--- src/rtl/ifu_fetch.sv ---
// Instruction-fetch stage: holds the PC, addresses the instruction ROM and
// presents PC, instruction and AdEL status to the F/D register.
module ifu_fetch #(
   parameter logic [31:0] RESET_PC   = 32'h0000_3000,
   parameter logic [31:0] HANDLER_PC = 32'h0000_4180,
   parameter logic [31:0] IM_BASE    = 32'h0000_3000,
   parameter int unsigned IM_WORDS   = 4096
) (
   input  logic        clk,
   input  logic        reset,
   input  logic        stall,
   input  logic        br_valid,
   input  logic [31:0] br_target,
   input  logic        exc_req,
   input  logic        eret_req,
   input  logic [31:0] epc,
   output logic [31:0] I_A,
   input  logic [31:0] I_D,
   output logic [31:0] F_PC,
   output logic [31:0] F_instr,
   output logic [4:0]  F_exc
);

   localparam logic [31:0] IM_LAST = IM_BASE + 32'(IM_WORDS * 4) - 32'd4;
   localparam logic [4:0]  EXC_NONE = 5'd0;
   localparam logic [4:0]  EXC_ADEL = 5'd4;

   logic [31:0] pc;
   logic [31:0] pc_next;
   logic        ad_err;

   always_ff @(posedge clk) begin
      if (reset) pc <= RESET_PC;
      else       pc <= pc_next;
   end

   // CP0 redirects override a stall; a stalled branch is retried by D next cycle.
   always_comb begin
      pc_next = pc + 32'd4;
      if (exc_req)       pc_next = HANDLER_PC;
      else if (eret_req) pc_next = epc;
      else if (stall)    pc_next = pc;
      else if (br_valid) pc_next = br_target;
   end

   always_comb begin
      ad_err = (pc[1:0] != 2'b00) || (pc < IM_BASE) || (pc > IM_LAST);
   end

   assign I_A     = pc;
   assign F_PC    = pc;
   assign F_instr = ad_err ? '0 : I_D;
   assign F_exc   = ad_err ? EXC_ADEL : EXC_NONE;

endmodule

--- config.mk ---
export PLATFORM = sky130hd
export DESIGN_NAME = ifu_fetch
export DESIGN_NICKNAME = d
export VERILOG_FILES = /design/src/rtl/ifu_fetch.sv
export SDC_FILE = /design/constraint.sdc
export NUM_CORES = 1
export LEC_CHECK = 0
export BUFFER_PORTS_ARGS = -buffer_cell sky130_fd_sc_hd__buf_2
export CORE_ASPECT_RATIO = 0.5
export CORE_MARGIN = 5
export CORE_UTILIZATION = 47
export CTS_CLUSTER_SIZE = 8
export DETAILED_ROUTE_END_ITERATION = 6
export PLACE_DENSITY_LB_ADDON = 0.3
export SLEW_MARGIN = 30
export SYNTH_ARGS = -nofsm -noshare
export SYNTH_HDL_FRONTEND = slang
export SYNTH_SLANG_ARGS = --single-unit
export TNS_END_PERCENT = 10
--- constraint.sdc ---
create_clock -name clk -period 2.6 [get_ports clk]
set_input_delay 0.39 -clock clk [delete_from_list [all_inputs] [get_ports clk]]
set_output_delay 0.39 -clock clk [all_outputs]
set_load 0.01 [all_outputs]
==> results.md <==
- # Post-CTS Setup Buffers: 0
- CTS sink count: 32
- Reg2reg end: F_PC[31]
- Clock latency on the worst-skew pair: 290 ps
- Worst Hold Path Cells: 3
- Power Density: 401.8 nW/µm²
- DR iter-0 viols: 343
- Clk root buf: clkbuf_16
- Hold crit path type: in2reg
- Core ar.: 6569 µm²
- Leak: 0.002033 µW
- DP Worst Slack: 538.5 ps
- Kind of critical path: reg2out
- Reg2reg setup slack: 620 ps
- Fin cells: 689
- Drt pass-1 iters: 5
- Crit path setup slack, layout: 223.0 ps
- FMAX: 420.7 MHz
- Routed length per placed instance: 16.46 µm
- Minimum clock period: 2377 ps
- Sequential share of the synthesized area: 0.2050
- Total Routing Usage GR: 0.2509
- Ys Warns: 0
- Max reg flops: 30
- CP Capture Type: output pin
- Ports: 203
- # fillers: 624
- Primary FF master, synth: dfxtp_1
- DPL Wire Length: 8.747 mm
- Reg2reg start: F_PC[12]
- Critical path origin: F_PC[28]
- Synthesized area: 3125 µm²
- Die width: 125.3 µm
- Largest net degree at the start of global routing: 41
- Vias per cell: 5.644
- Initial antenna violation count: 0
- Commonest non-fill, non-tap cell in the layout: buf_2
- Crit path max fanout: 33
- Routability Congestion: 0.9297
- Layout cells sized above 1: 0.3970
- Die footprint: 8480 µm²
- Crit path launch type: flop
- Cts repair resizes: 0
- Worst EP required: 2210 ps
- Post-route ant nets: 0
- Clock buffer depth: 2
- Worst rel slew slack: 0.5448
- Post-synth EDFFs: 0
- RSZ-0062 raised after global routing: no
- Global-route wire length before repair: 16.97 mm
- Cell count after synthesis: 442
- Setup_tns: 0 ps
- Worst vdd ir: 0.2544 mV
- FFs w/ async S/R, synth: 0
- Number of H-tree levels: 2
- Fin crit share: 0.9142
- CTS Buf Count: 5
- TritonCTS clock tree: done
- Hold path start: epc[1]
- Number of buffers inserted by port buffering: 198
- Max cap viols: 0
- Placed Cells: 681
- Routed via count: 3889
- Nets@finish: 699
- Die H: 67.67 µm
- Clock slew at reported path FFs: 50 ps
- FP Rows: 21
- Count of different cell masters after synthesis: 65
- FF+latch count, synth: 32
- Final Skew: 5.178 ps
- Final hold violation count: 0
- Commonest cells after routing, fill and taps aside: 198 x buf_2, 50 x a21oi_1, 38 x nand2_1
- Total gr overflow: 0
- CP arrival: 1990 ps
- Slew Limit Fails: 0
- Hold_buf cts: 0
- Starting density of the core: 0.4758
- Mean Syn Cell Area: 7.071 µm²
- Ant diodes: 0
- Worst slew pin tran: 682.8 ps
- P&R area growth vs syn: 30.66%
- DRC viols: 0
- FF-to-FF path depth: 5
- # setup viols final: 0
- Detailed Route WL: 11.34 mm
- Outcome: finished clean
- Number of global-route vias before repair: 3360
==> final cells by class <==
class / count / area (µm²) / share of cell area
timing repair buffer: 212 / 1096 / 0.2684
tap: 92 / 115.1 / 0.02819
sequential: 32 / 640.6 / 0.1569
inverter: 9 / 33.78 / 0.008272
multi-input combinational: 336 / 2052 / 0.5025
clock buffer: 8 / 146.4 / 0.03585
==> cell families (layout without fill, tap and decap cells) <==
logic type / after synthesis / after routing / share of synthesized area
AO/OA/AOI/OAI: 130 / 130 / 0.2610
XOR/XNOR: 2 / 2 / 0.005606
adder cells (fa/ha/maj): 1 / 1 / 0.004003
buffers and inverters: 77 / 229 / 0.1421
flip-flops: 32 / 32 / 0.2050
multiplexers: 7 / 7 / 0.02242
other: 1 / 4 / 0.001200
AND/OR/NAND/NOR: 192 / 192 / 0.3587
==> power breakdown <==
group | internal (µW) | switching [µW]
clock | 382 | 223
sequential | 516 | 52.8
combinational | 214 | 254
==> worst max-delay path, cell delays in order (launching register included) <==
cell     delay (ps)
dfxtp_1         380
nor4_1          390
nand3_1         180
nor3_2          190
buf_4           260
and2_1          170
buf_2           130
==> metal layers <==
metal  wire length (µm)  share of wire  vias to the layer above  global-route usage
li1                   -              -                     1888                   -
met1               4881           0.43                     1775              0.3307
met2               5163           0.46                      205              0.4184
met3               1077          0.095                       21             0.05608
met4                221          0.019                        0             0.07297
met5                  0              0                        -                   0
==> worst max-delay path by stage <==
stage / to / cells after the start
2_1_floorplan: F_instr[22] / 5
3_3_place_gp: F_instr[0] / 6
3_5_place_dp: F_instr[0] / 6
4_1_cts: F_instr[0] / 6
5_1_grt: F_instr[23] / 6
6_report: F_instr[0] / 6
==> per-stage QoR <==
stage	cell area, µm²	utilization	power (µW)	hold slack (ps)
2_1_floorplan	3137	-	858.7	459.1
3_3_place_gp	3938	0.5994	1037	576.6
3_5_place_dp	3938	0.5994	1043	579.6
4_1_cts	4084	0.6217	1639	341.0
5_1_grt	4084	0.6217	1718	355.1
6_report	4084	0.6217	1641	342.7
==> cell usage after synthesis, drive strengths merged (3+ instances only) <==
cell type	number	area, µm²
a211o	4	35.03
a211oi	6	45.04
a21oi	50	250.2
a22oi	3	22.52
a31oi	6	37.54
and2	35	219.0
and3	12	76.33
and4	3	28.78
buf	52	350.3
clkbuf	16	60.06
dfxtp	32	640.6
inv	9	33.78
mux2i	7	70.07
nand2	38	142.6
nand2b	6	37.54
nand3	17	107.6
nand3b	3	22.52
nand4	12	96.34
nor2	26	105.1
nor2b	3	18.77
nor3	16	85.08
nor4	12	117.6
o211ai	6	50.05
o21ai	28	140.1
o31ai	3	22.52
or3	5	32.53
Power figures use the tool's default switching activity.
